### src/rtl/regfile_writeback_queue_if.sv
// Bundle-side and register-file-side signals of the writeback queue.
//   master : execute/producer view. It drives the in_* bundle and wb_stall.
//            It observes the write ports and the status outputs.
//   slave  : queue view. It consumes the bundle and drives the write ports,
//            count, empty, in_ready and pending_mask.
interface regfile_writeback_queue_if #(
  parameter int DEPTH = 4
);
  localparam int CNT_W = $clog2(DEPTH) + 1;

  logic             in_valid;
  logic             in_ready;
  logic [4:0]       in_addr0;
  logic [4:0]       in_addr1;
  logic             in_addr0_valid;
  logic             in_addr1_valid;
  logic [31:0]      in_data0;
  logic [31:0]      in_data1;
  logic [31:0]      in_hi_data;
  logic [31:0]      in_lo_data;
  logic             in_hi_valid;
  logic             in_lo_valid;
  logic             wb_stall;

  logic [4:0]       write_addr0;
  logic [4:0]       write_addr1;
  logic             write_addr0_valid;
  logic             write_addr1_valid;
  logic [31:0]      write_data0;
  logic [31:0]      write_data1;
  logic [31:0]      write_hilo_hi_data;
  logic [31:0]      write_hilo_lo_data;
  logic             write_hilo_hi_data_valid;
  logic             write_hilo_lo_data_valid;
  logic [CNT_W-1:0] count;
  logic             empty;
  logic [31:0]      pending_mask;

  modport master (
    output in_valid, in_addr0, in_addr1, in_addr0_valid, in_addr1_valid,
           in_data0, in_data1, in_hi_data, in_lo_data, in_hi_valid, in_lo_valid,
           wb_stall,
    input  in_ready, write_addr0, write_addr1, write_addr0_valid, write_addr1_valid,
           write_data0, write_data1, write_hilo_hi_data, write_hilo_lo_data,
           write_hilo_hi_data_valid, write_hilo_lo_data_valid, count, empty,
           pending_mask
  );

  modport slave (
    input  in_valid, in_addr0, in_addr1, in_addr0_valid, in_addr1_valid,
           in_data0, in_data1, in_hi_data, in_lo_data, in_hi_valid, in_lo_valid,
           wb_stall,
    output in_ready, write_addr0, write_addr1, write_addr0_valid, write_addr1_valid,
           write_data0, write_data1, write_hilo_hi_data, write_hilo_lo_data,
           write_hilo_hi_data_valid, write_hilo_lo_data_valid, count, empty,
           pending_mask
  );
endinterface

### src/rtl/regfile_writeback_queue.sv
// In-order writeback queue between execute and the register file.
// Each bundle holds up to two GPR writes plus optional HI and LO writes.
// The queue drains one bundle per unstalled cycle.
// It exports a mask of GPRs that still have queued writes, for issue hazard checks.
// Ports:
//   clk  : clock; all state changes on the rising edge
//   rst  : asynchronous, active-high reset
//   bus  : regfile_writeback_queue_if.slave. It carries the bundle handshake and
//          wb_stall in, and the write ports, count, empty and pending_mask out.
module regfile_writeback_queue #(
  parameter int DEPTH = 4
) (
  input  logic                       clk,
  input  logic                       rst,
  regfile_writeback_queue_if.slave   bus
);
  localparam int PTR_W = $clog2(DEPTH);
  localparam int CNT_W = PTR_W + 1;

  typedef struct packed {
    logic [4:0]  addr0;
    logic        addr0_valid;
    logic [31:0] data0;
    logic [4:0]  addr1;
    logic        addr1_valid;
    logic [31:0] data1;
    logic [31:0] hi_data;
    logic        hi_valid;
    logic [31:0] lo_data;
    logic        lo_valid;
  } bundle_t;

  // r0 is never written.
  // When both slots target the same GPR, slot1 is the younger result and wins.
  function automatic bundle_t sanitise(input bundle_t b);
    bundle_t s;
    s = b;
    s.addr1_valid = b.addr1_valid && (b.addr1 != 5'd0);
    s.addr0_valid = b.addr0_valid && (b.addr0 != 5'd0) &&
                    !(s.addr1_valid && (b.addr1 == b.addr0));
    return s;
  endfunction

  bundle_t          mem_q [DEPTH];
  bundle_t          mem_d [DEPTH];
  logic [DEPTH-1:0] occ_q, occ_d;
  logic [PTR_W-1:0] rd_ptr_q, rd_ptr_d;
  logic [PTR_W-1:0] wr_ptr_q, wr_ptr_d;
  logic [CNT_W-1:0] count_q, count_d;

  bundle_t in_bundle;
  bundle_t in_clean;
  bundle_t head;
  logic    full;
  logic    empty;
  logic    has_write;
  logic    push;
  logic    pop;

  always_comb begin
    in_bundle.addr0       = bus.in_addr0;
    in_bundle.addr0_valid = bus.in_addr0_valid;
    in_bundle.data0       = bus.in_data0;
    in_bundle.addr1       = bus.in_addr1;
    in_bundle.addr1_valid = bus.in_addr1_valid;
    in_bundle.data1       = bus.in_data1;
    in_bundle.hi_data     = bus.in_hi_data;
    in_bundle.hi_valid    = bus.in_hi_valid;
    in_bundle.lo_data     = bus.in_lo_data;
    in_bundle.lo_valid    = bus.in_lo_valid;
  end

  assign in_clean  = sanitise(in_bundle);
  assign has_write = in_clean.addr0_valid | in_clean.addr1_valid |
                     in_clean.hi_valid    | in_clean.lo_valid;
  assign full      = (count_q == CNT_W'(DEPTH));
  assign empty     = (count_q == '0);
  // A bundle with nothing left to write completes its handshake but is not stored.
  assign push      = bus.in_valid && !full && has_write;
  assign pop       = !empty && !bus.wb_stall;
  assign head      = mem_q[rd_ptr_q];

  always_comb begin
    mem_d    = mem_q;
    occ_d    = occ_q;
    rd_ptr_d = rd_ptr_q;
    wr_ptr_d = wr_ptr_q;
    count_d  = count_q;
    if (push) begin
      mem_d[wr_ptr_q] = in_clean;
      occ_d[wr_ptr_q] = 1'b1;
      wr_ptr_d        = wr_ptr_q + PTR_W'(1);
    end
    if (pop) begin
      occ_d[rd_ptr_q] = 1'b0;
      rd_ptr_d        = rd_ptr_q + PTR_W'(1);
    end
    case ({push, pop})
      2'b10:   count_d = count_q + CNT_W'(1);
      2'b01:   count_d = count_q - CNT_W'(1);
      default: count_d = count_q;
    endcase
  end

  always_ff @(posedge clk or posedge rst) begin
    if (rst) begin
      occ_q    <= '0;
      rd_ptr_q <= '0;
      wr_ptr_q <= '0;
      count_q  <= '0;
    end else begin
      occ_q    <= occ_d;
      rd_ptr_q <= rd_ptr_d;
      wr_ptr_q <= wr_ptr_d;
      count_q  <= count_d;
    end
  end

  // Payload storage needs no reset; occupancy bits qualify every use of it.
  always_ff @(posedge clk) begin
    mem_q <= mem_d;
  end

  // Write ports are driven straight from the head entry and are gated by pop.
  always_comb begin
    bus.write_addr0_valid        = pop && head.addr0_valid;
    bus.write_addr1_valid        = pop && head.addr1_valid;
    bus.write_hilo_hi_data_valid = pop && head.hi_valid;
    bus.write_hilo_lo_data_valid = pop && head.lo_valid;
    bus.write_addr0              = pop ? head.addr0   : 5'd0;
    bus.write_addr1              = pop ? head.addr1   : 5'd0;
    bus.write_data0              = pop ? head.data0   : 32'd0;
    bus.write_data1              = pop ? head.data1   : 32'd0;
    bus.write_hilo_hi_data       = pop ? head.hi_data : 32'd0;
    bus.write_hilo_lo_data       = pop ? head.lo_data : 32'd0;
  end

  // The entry being popped this cycle still contributes to the mask.
  always_comb begin
    bus.pending_mask = 32'd0;
    for (int i = 0; i < DEPTH; i++) begin
      if (occ_q[i]) begin
        if (mem_q[i].addr0_valid) bus.pending_mask[mem_q[i].addr0] = 1'b1;
        if (mem_q[i].addr1_valid) bus.pending_mask[mem_q[i].addr1] = 1'b1;
      end
    end
    bus.pending_mask[0] = 1'b0;
  end

  assign bus.count    = count_q;
  assign bus.empty    = empty;
  assign bus.in_ready = !full;
endmodule

### src/flat_wrapper.sv
// flat-port wrapper written by rule: the top's interface ports become plain ports
module regfile_writeback_queue_flat 
#(
  parameter int DEPTH = 4
)
  (clk, rst, bus_in_valid, bus_in_addr0, bus_in_addr1, bus_in_addr0_valid, bus_in_addr1_valid, bus_in_data0, bus_in_data1, bus_in_hi_data, bus_in_lo_data, bus_in_hi_valid, bus_in_lo_valid, bus_wb_stall, bus_in_ready, bus_write_addr0, bus_write_addr1, bus_write_addr0_valid, bus_write_addr1_valid, bus_write_data0, bus_write_data1, bus_write_hilo_hi_data, bus_write_hilo_lo_data, bus_write_hilo_hi_data_valid, bus_write_hilo_lo_data_valid, bus_count, bus_empty, bus_pending_mask);
  regfile_writeback_queue_if #(.DEPTH(DEPTH)) bus_i ();
  input  logic clk;
  input  logic rst;
  input wire logic [$bits(bus_i.in_valid)-1:0] bus_in_valid;
  input wire logic [$bits(bus_i.in_addr0)-1:0] bus_in_addr0;
  input wire logic [$bits(bus_i.in_addr1)-1:0] bus_in_addr1;
  input wire logic [$bits(bus_i.in_addr0_valid)-1:0] bus_in_addr0_valid;
  input wire logic [$bits(bus_i.in_addr1_valid)-1:0] bus_in_addr1_valid;
  input wire logic [$bits(bus_i.in_data0)-1:0] bus_in_data0;
  input wire logic [$bits(bus_i.in_data1)-1:0] bus_in_data1;
  input wire logic [$bits(bus_i.in_hi_data)-1:0] bus_in_hi_data;
  input wire logic [$bits(bus_i.in_lo_data)-1:0] bus_in_lo_data;
  input wire logic [$bits(bus_i.in_hi_valid)-1:0] bus_in_hi_valid;
  input wire logic [$bits(bus_i.in_lo_valid)-1:0] bus_in_lo_valid;
  input wire logic [$bits(bus_i.wb_stall)-1:0] bus_wb_stall;
  output wire logic [$bits(bus_i.in_ready)-1:0] bus_in_ready;
  output wire logic [$bits(bus_i.write_addr0)-1:0] bus_write_addr0;
  output wire logic [$bits(bus_i.write_addr1)-1:0] bus_write_addr1;
  output wire logic [$bits(bus_i.write_addr0_valid)-1:0] bus_write_addr0_valid;
  output wire logic [$bits(bus_i.write_addr1_valid)-1:0] bus_write_addr1_valid;
  output wire logic [$bits(bus_i.write_data0)-1:0] bus_write_data0;
  output wire logic [$bits(bus_i.write_data1)-1:0] bus_write_data1;
  output wire logic [$bits(bus_i.write_hilo_hi_data)-1:0] bus_write_hilo_hi_data;
  output wire logic [$bits(bus_i.write_hilo_lo_data)-1:0] bus_write_hilo_lo_data;
  output wire logic [$bits(bus_i.write_hilo_hi_data_valid)-1:0] bus_write_hilo_hi_data_valid;
  output wire logic [$bits(bus_i.write_hilo_lo_data_valid)-1:0] bus_write_hilo_lo_data_valid;
  output wire logic [$bits(bus_i.count)-1:0] bus_count;
  output wire logic [$bits(bus_i.empty)-1:0] bus_empty;
  output wire logic [$bits(bus_i.pending_mask)-1:0] bus_pending_mask;
  assign bus_i.in_valid = bus_in_valid;
  assign bus_i.in_addr0 = bus_in_addr0;
  assign bus_i.in_addr1 = bus_in_addr1;
  assign bus_i.in_addr0_valid = bus_in_addr0_valid;
  assign bus_i.in_addr1_valid = bus_in_addr1_valid;
  assign bus_i.in_data0 = bus_in_data0;
  assign bus_i.in_data1 = bus_in_data1;
  assign bus_i.in_hi_data = bus_in_hi_data;
  assign bus_i.in_lo_data = bus_in_lo_data;
  assign bus_i.in_hi_valid = bus_in_hi_valid;
  assign bus_i.in_lo_valid = bus_in_lo_valid;
  assign bus_i.wb_stall = bus_wb_stall;
  assign bus_in_ready = bus_i.in_ready;
  assign bus_write_addr0 = bus_i.write_addr0;
  assign bus_write_addr1 = bus_i.write_addr1;
  assign bus_write_addr0_valid = bus_i.write_addr0_valid;
  assign bus_write_addr1_valid = bus_i.write_addr1_valid;
  assign bus_write_data0 = bus_i.write_data0;
  assign bus_write_data1 = bus_i.write_data1;
  assign bus_write_hilo_hi_data = bus_i.write_hilo_hi_data;
  assign bus_write_hilo_lo_data = bus_i.write_hilo_lo_data;
  assign bus_write_hilo_hi_data_valid = bus_i.write_hilo_hi_data_valid;
  assign bus_write_hilo_lo_data_valid = bus_i.write_hilo_lo_data_valid;
  assign bus_count = bus_i.count;
  assign bus_empty = bus_i.empty;
  assign bus_pending_mask = bus_i.pending_mask;
  regfile_writeback_queue #(.DEPTH(DEPTH)) u_core (.clk(clk), .rst(rst), .bus(bus_i));
endmodule
### config.mk
export PLATFORM = sky130hd
export DESIGN_NAME = regfile_writeback_queue_flat
export DESIGN_NICKNAME = d
export VERILOG_FILES = /design/src/rtl/regfile_writeback_queue_if.sv /design/src/rtl/regfile_writeback_queue.sv /design/src/flat_wrapper.sv
export SDC_FILE = /design/constraint.sdc
export NUM_CORES = 1
export LEC_CHECK = 0
export CORE_ASPECT_RATIO = 1.25
export CORE_UTILIZATION = 45
export DETAILED_ROUTE_END_ITERATION = 16
export GPL_TIMING_DRIVEN = 0
export PLACE_DENSITY = 0.7
export RECOVER_POWER = 50
export SETUP_SLACK_MARGIN = 0.5
export SYNTH_ARGS = -nofsm -noshare
export SYNTH_HDL_FRONTEND = slang
export SYNTH_SLANG_ARGS = --single-unit
### constraint.sdc
create_clock -name clk -period 6.2 [get_ports clk]
set_input_delay 1.24 -clock clk [delete_from_list [all_inputs] [get_ports clk]]
set_output_delay 1.24 -clock clk [all_outputs]
set_load 0.05 [all_outputs]
======== Word-level counts from Yosys, hierarchy flattened ========
Index checks and enable logic that the tools add are counted.
word-level totals
  register bits after elaboration ......... 579
  input port bits ......................... 146
  output and inout port bits .............. 179
  logic and storage cells ................. 171
cells by class
  muxes and demuxes ....................... 51
  bitwise operators ....................... 15
  $lt $le $gt $ge ......................... 23
  reductions and logical operators ........ 30
  equal/unequal tests ..................... 4
  $add $sub $neg .......................... 4
operators with widths
  kind                 number
  $mux 32              20
  $bwmux 568           1
  $mux 142             3
  $bmux 142 s2         1
  $demux 142 s2        1
  $or 32x32->32        7
  $lt 5x6->1 const B   8
  $demux 1 s5          8
  $ge 5x1->1 const B   8
  $logic_and 1x1->1    22
  $mux 1               10
  $mux 5               2
  $reduce_bool 5->1    2
  $mux 4               2
  $ge 3x3->1 const B   2
  $lt 2x3->1 const B   2
  $not 2->3            2
  $pmux 3 s2           1
  $eq 5x5->1           1
  $add 2x1->2 const B  2
  $and 4x4->4          1
  $demux 1 s2          2
  $ge 2x1->1 const B   2
  $logic_not 1->1      4
  11 further kinds     13

======== Longest topological paths before layout ========
  depth in word-level cells ............... 27
  gate-level depth with buffers ........... 10
  depth with buffers taken out ............ 9

======== Worst setup path before layout ========
OpenSTA, ideal clock, no wires.
  path kind ............................... input to register
  start point ............................. input bus_in_addr1[3]
  end point ............................... register u_core.mem_q[0] (netlist bit), enable pin
  stages .................................. 4
  path buffers ............................ 0
  library setup time ...................... 0.494 ns
  arrival ................................. 4.613 ns
  slack ................................... 1.093 ns
  required time ........................... 5.706 ns
  path through ............................ nor2_1 > a31oi_1 > o211ai_1 > inv_1
on the way
  word-level cells in the longest chain between the ends .. 9
  elaborated cells on any way between the ends .. 10
  classes of those cells .................. 1 x eq/ne; 3 x bitwise; 6 x reduce/logical
ends and longest elaborated chain
  item                       line                            text
  from (decl)                flat_wrapper.sv:12              input wire logic [$bits(bus_i.in_addr1)-1:0] bus_in_addr1;
  $reduce_bool 5->1          regfile_writeback_queue.sv:38   s.addr1_valid = b.addr1_valid && (b.addr1 != 5'd0);
  $logic_and 1x1->1          regfile_writeback_queue.sv:38
  $logic_and 1x1->1          regfile_writeback_queue.sv:40   !(s.addr1_valid && (b.addr1 == b.addr0));
  $logic_not 1->1            regfile_writeback_queue.sv:40
  $logic_and 1x1->1          regfile_writeback_queue.sv:39   s.addr0_valid = b.addr0_valid && (b.addr0 != 5'd0) &&
  $or 1x1->1 * (2 in a row)  regfile_writeback_queue.sv:74   assign has_write = in_clean.addr0_valid | in_clean.addr1_valid |
  $or 1x1->1 *               regfile_writeback_queue.sv:75   in_clean.hi_valid | in_clean.lo_valid;
  $logic_and 1x1->1 *        regfile_writeback_queue.sv:79   assign push = bus.in_valid && !full && has_write;
  to (signal assigned)       regfile_writeback_queue.sv:121  mem_q <= mem_d;
  to (decl)                  regfile_writeback_queue.sv:44   bundle_t mem_q [DEPTH];
Every way passes the cells marked *; elsewhere a longest branch is shown, timed or not.
A chain may end at the register's enable or synchronous reset.

======== Worst setup path in the final report ========
  start point ............................. input bus_wb_stall
  end point ............................... output bus_write_addr0[3]
on the way
  word-level cells in the longest chain between the ends .. 3
ends and longest elaborated chain
  item               line                            text
  from (decl)        flat_wrapper.sv:21              input wire logic [$bits(bus_i.wb_stall)-1:0] bus_wb_stall;
  $logic_not 1->1    regfile_writeback_queue.sv:80   assign pop = !empty && !bus.wb_stall;
  $logic_and 1x1->1  regfile_writeback_queue.sv:80
  via u_core.pop     regfile_writeback_queue.sv:58   logic pop;
  $mux 5             regfile_writeback_queue.sv:130  bus.write_addr0 = pop ? head.addr0 : 5'd0;
  to (decl)          flat_wrapper.sv:23              output wire logic [$bits(bus_i.write_addr0)-1:0] bus_write_addr0;
The timed path passes the listed nets, and every way through them passes these cells.

==> reports/results.ini <==
[routing]
vias_per_cell = 5.75
wl_met3_um = 4650
drt-pass1-iter-count = 6
wl_met1_um = 24300
drt-wirelength-per-cell_um = 26.5
drt-initial-drc-count = 1437
drt_wl_total_um = 66500
highest_layer = met5
drc = 0
ant_nets = 0
num_vias = 14401
wl_met2_um = 34900

[synth]
syn_nets = 1499
syn-cell-area_mm2 = 0.0245
ys_seq_elements = 579
yosysTopAreaCell = edfxtp_1
ys_types = 56
synth_ff_type = edfxtp_1
yosys-top-cells-area = edfxtp_1, mux4_2, and2_1, o22ai_1, dfrtp_1
async_flop_share_pct = 1.90
yosysSeqAreaShare_pct = 70.7
ys_warn_count = 0
synth-edff-count = 568
syn_inst = 1343
yosysTopAreaCellShare_pct = 69.6
syn_avg_cell_area_um2 = 18.3

[sta]
min_period_ns = 5.65
rsz0062_at_grt = no
period_share_pct = 91.2
drv_slew = 211
fmax_mhz = 177
report.final.hold_viol_count = 0
finalSetupViolations = 0
maxSlewHeadroom_pct = -131
tightest_slew_ns = 3.46
finClkSkew_ns = 0.0212

[setup_path]
crit_path_cell_trace = clkdlybuf4s50_1 > nor2_1 > buf_2 > clkbuf_1 > and2_1 > clkdlybuf4s50_1
start_kind = primary input
slowest_stage = clkdlybuf4s50_1
worstSetupPathType = in -> out
worst-endpoint-arrival_ns = 4.41
path_common_cell = clkdlybuf4s50_1
cp_max_fo = 10
cp_top_family = buffers and inverters
worstPathRequired_ns = 4.96
crit_buf_inv = 4
slowest_delay_ns = 0.82
cp-end-kind = output port

[power]
switching_share_pct = 36.9
powerDensity_mw_per_mm2 = 474
p_seq_share_pct = 37.4
p_clk_share_pct = 22.1
p_leak_nw = 9.76
power.total_mw = 14.5
ir_drop_mv = 0.365
p_sw_mw = 5.34
pwr-share-comb_pct = 40.5
p_int_mw = 9.12

[floorplanning]
initial_core_util_pct = 45.5
io_pins = 325
row_count = 95
dieWidth_um = 211
die-height_um = 263
dieArea_mm2 = 0.0554
core_mm2 = 0.0538

[cts]
holdBufCountCts = 0
ctsHtreeMaxLevel = 2
cts_setup_buffers = 0
root_buffer = clkbuf_16
tritoncts = yes
numCtsBuffers = 54
cts.path.max_buffers = 3
cts_sinks = 579
path_clk_slew_ns = 0.06
postCtsResizedCells = 0
insertion_delay_ns = 0.59

[global_route]
grt_max_degree = 84
antenna_found_initial = 20
grt-ovfl-total = 0
grt_pass1_vias = 15110
grt.total_usage_pct = 24.2
grt_pass1_wl_um = 98100

[outcome]
failed_checks = capacitance limit, slew limit
status = finished, violations left

[final_layout]
fin_nets = 1882
drive_gt1_share_pct = 15.3
multi_input_area_mm2 = 0.00674
area_delta_synth_final_pct = 24.4
stdcell_count = 2505
regArea_mm2 = 0.0173
stdcell_area_mm2 = 0.0305
fillCellCount = 4100

[placed_design]
numPortBuffers = 323
dpl.cell_count = 2397
gp_congestion = 1.06
placed_area_mm2 = 0.0288
dp_hpwl_um = 46100

[flow_run]
drv_cap = 3

[worst_hold_path]
hold_path.class = reg -> reg

[logic make-up (layout without fill, tap and decap cells)]
logic type	Yosys count	in the layout	synth area share, %
other	1	9	0.0153
and+or+nand+nor	320	320	8.36
DFF	579	579	70.7
adders and majority gates	10	10	0.541
AOI/OAI and AO/OA	180	180	5.16
buffers and inverters	99	526	1.72
xor gates and xnor gates	10	10	0.357
muxes	144	144	13.1
[flip-flops by register name, indices dropped and copies added, names as in the netlist]
register and flops:
u_core.mem_q 568, u_core.rd_ptr_q 2, u_core.wr_ptr_q 2, u_core.bus.count 3, u_core.occ_q 4
[synth_stat cells, types with 8 or more instances]
master,number
a22oi_1,35
and2_1,142
buf_2,15
buf_4,8
clkbuf_1,53
dfrtp_1,11
edfxtp_1,568
ha_1,9
inv_1,17
mux4_2,142
nand2_1,47
nand2b_1,16
nand3b_1,8
nand4_1,9
nand4b_1,24
nor2_1,15
nor3_1,13
o22ai_1,104
or4bb_1,15
[per-layer routing]
layer  up-vias  GRT usage, %
met5         -             0
met4        12          9.19
met3       156          5.39
met2       573          42.6
met1      7340          28.8
li1       6320             -
[metrics by stage]
step           util (%)  setup slack, ns  TNS (ns)  hold slack [ns]
3_3_place_gp       53.2            -2.51  -1359.58            0.524
2_1_floorplan         -             1.09         0            0.497
3_5_place_dp       53.5            0.546         0            0.535
4_1_cts            56.7            0.540         0            0.546
6_report           56.6            0.546         0            0.546
5_1_grt            56.6            0.369         0            0.582
[layout by cell type, fill, tap and decap left out, types with 11 or more instances in the layout]
| cell | count |
|---|---|
| dfrtp_1 | 11 |
| clkinv_2 | 16 |
| or4bb_1 | 15 |
| o22ai_1 | 104 |
| a22oi_1 | 35 |
| edfxtp_1 | 568 |
| nor3_1 | 13 |
| clkbuf_1 | 59 |
| nor2_1 | 15 |
| nand4b_1 | 24 |
| mux4_2 | 142 |
| nand2_1 | 47 |
| dlygate4sd3_1 | 145 |
| clkbuf_16 | 55 |
| inv_1 | 15 |
| clkdlybuf4s50_1 | 178 |
| and2_1 | 142 |
| clkinv_1 | 12 |
| buf_2 | 14 |
| nand2b_1 | 16 |
[worst register-to-register path, cell delays in order, from the launching register on]
cell and delay [ns]:
dfrtp_1 0.43, nor2_1 0.09, a21boi_1 0.37, o211ai_1 0.21
inv_1 2.43, buf_16 0.41
[cell type report]
type | count | area share [%]
flip-flops and latches | 579 | 56.8
multi-input cells | 665 | 22.1
repair buffers | 327 | 11.0
clock buffers | 61 | 4.59
well taps | 727 | 2.98
plain buffers | 82 | 1.18
clock inverters | 39 | 1.04
inverters | 17 | 0.246
diodes | 8 | 0.0656
[power by group through the flow]
stage / Clock [mW] / Combinational [mW] / Sequential [mW]
after floorplan: 0 / 3.92 / 5.49
after global placement: 0 / 5.88 / 5.61
after detailed placement: 0 / 5.96 / 5.46
after CTS: 3.26 / 5.98 / 5.38
after global routing: 3.40 / 6.16 / 5.47
final: 3.19 / 5.86 / 5.41
[final timing paths]
path | depth (start not counted) | slack, ns | from | end
setup / recovery | 6 | 0.55 | bus_wb_stall | bus_write_addr0[3]
hold / removal | 1 | 0.55 | u_core.wr_ptr_q[0] | u_core.wr_ptr_q[0]
setup reg to reg | 5 | 1.82 | u_core.bus.count[0] | u_core.mem_q[270]
hold reg to reg | 1 | 0.55 | u_core.wr_ptr_q[0] | u_core.wr_ptr_q[0]
max in group asynchronous | 2 | 4.74 | rst | u_core.occ_q[2]
min in group asynchronous | 2 | 1.13 | rst | u_core.rd_ptr_q[1]
Power figures use the tool's default switching activity.
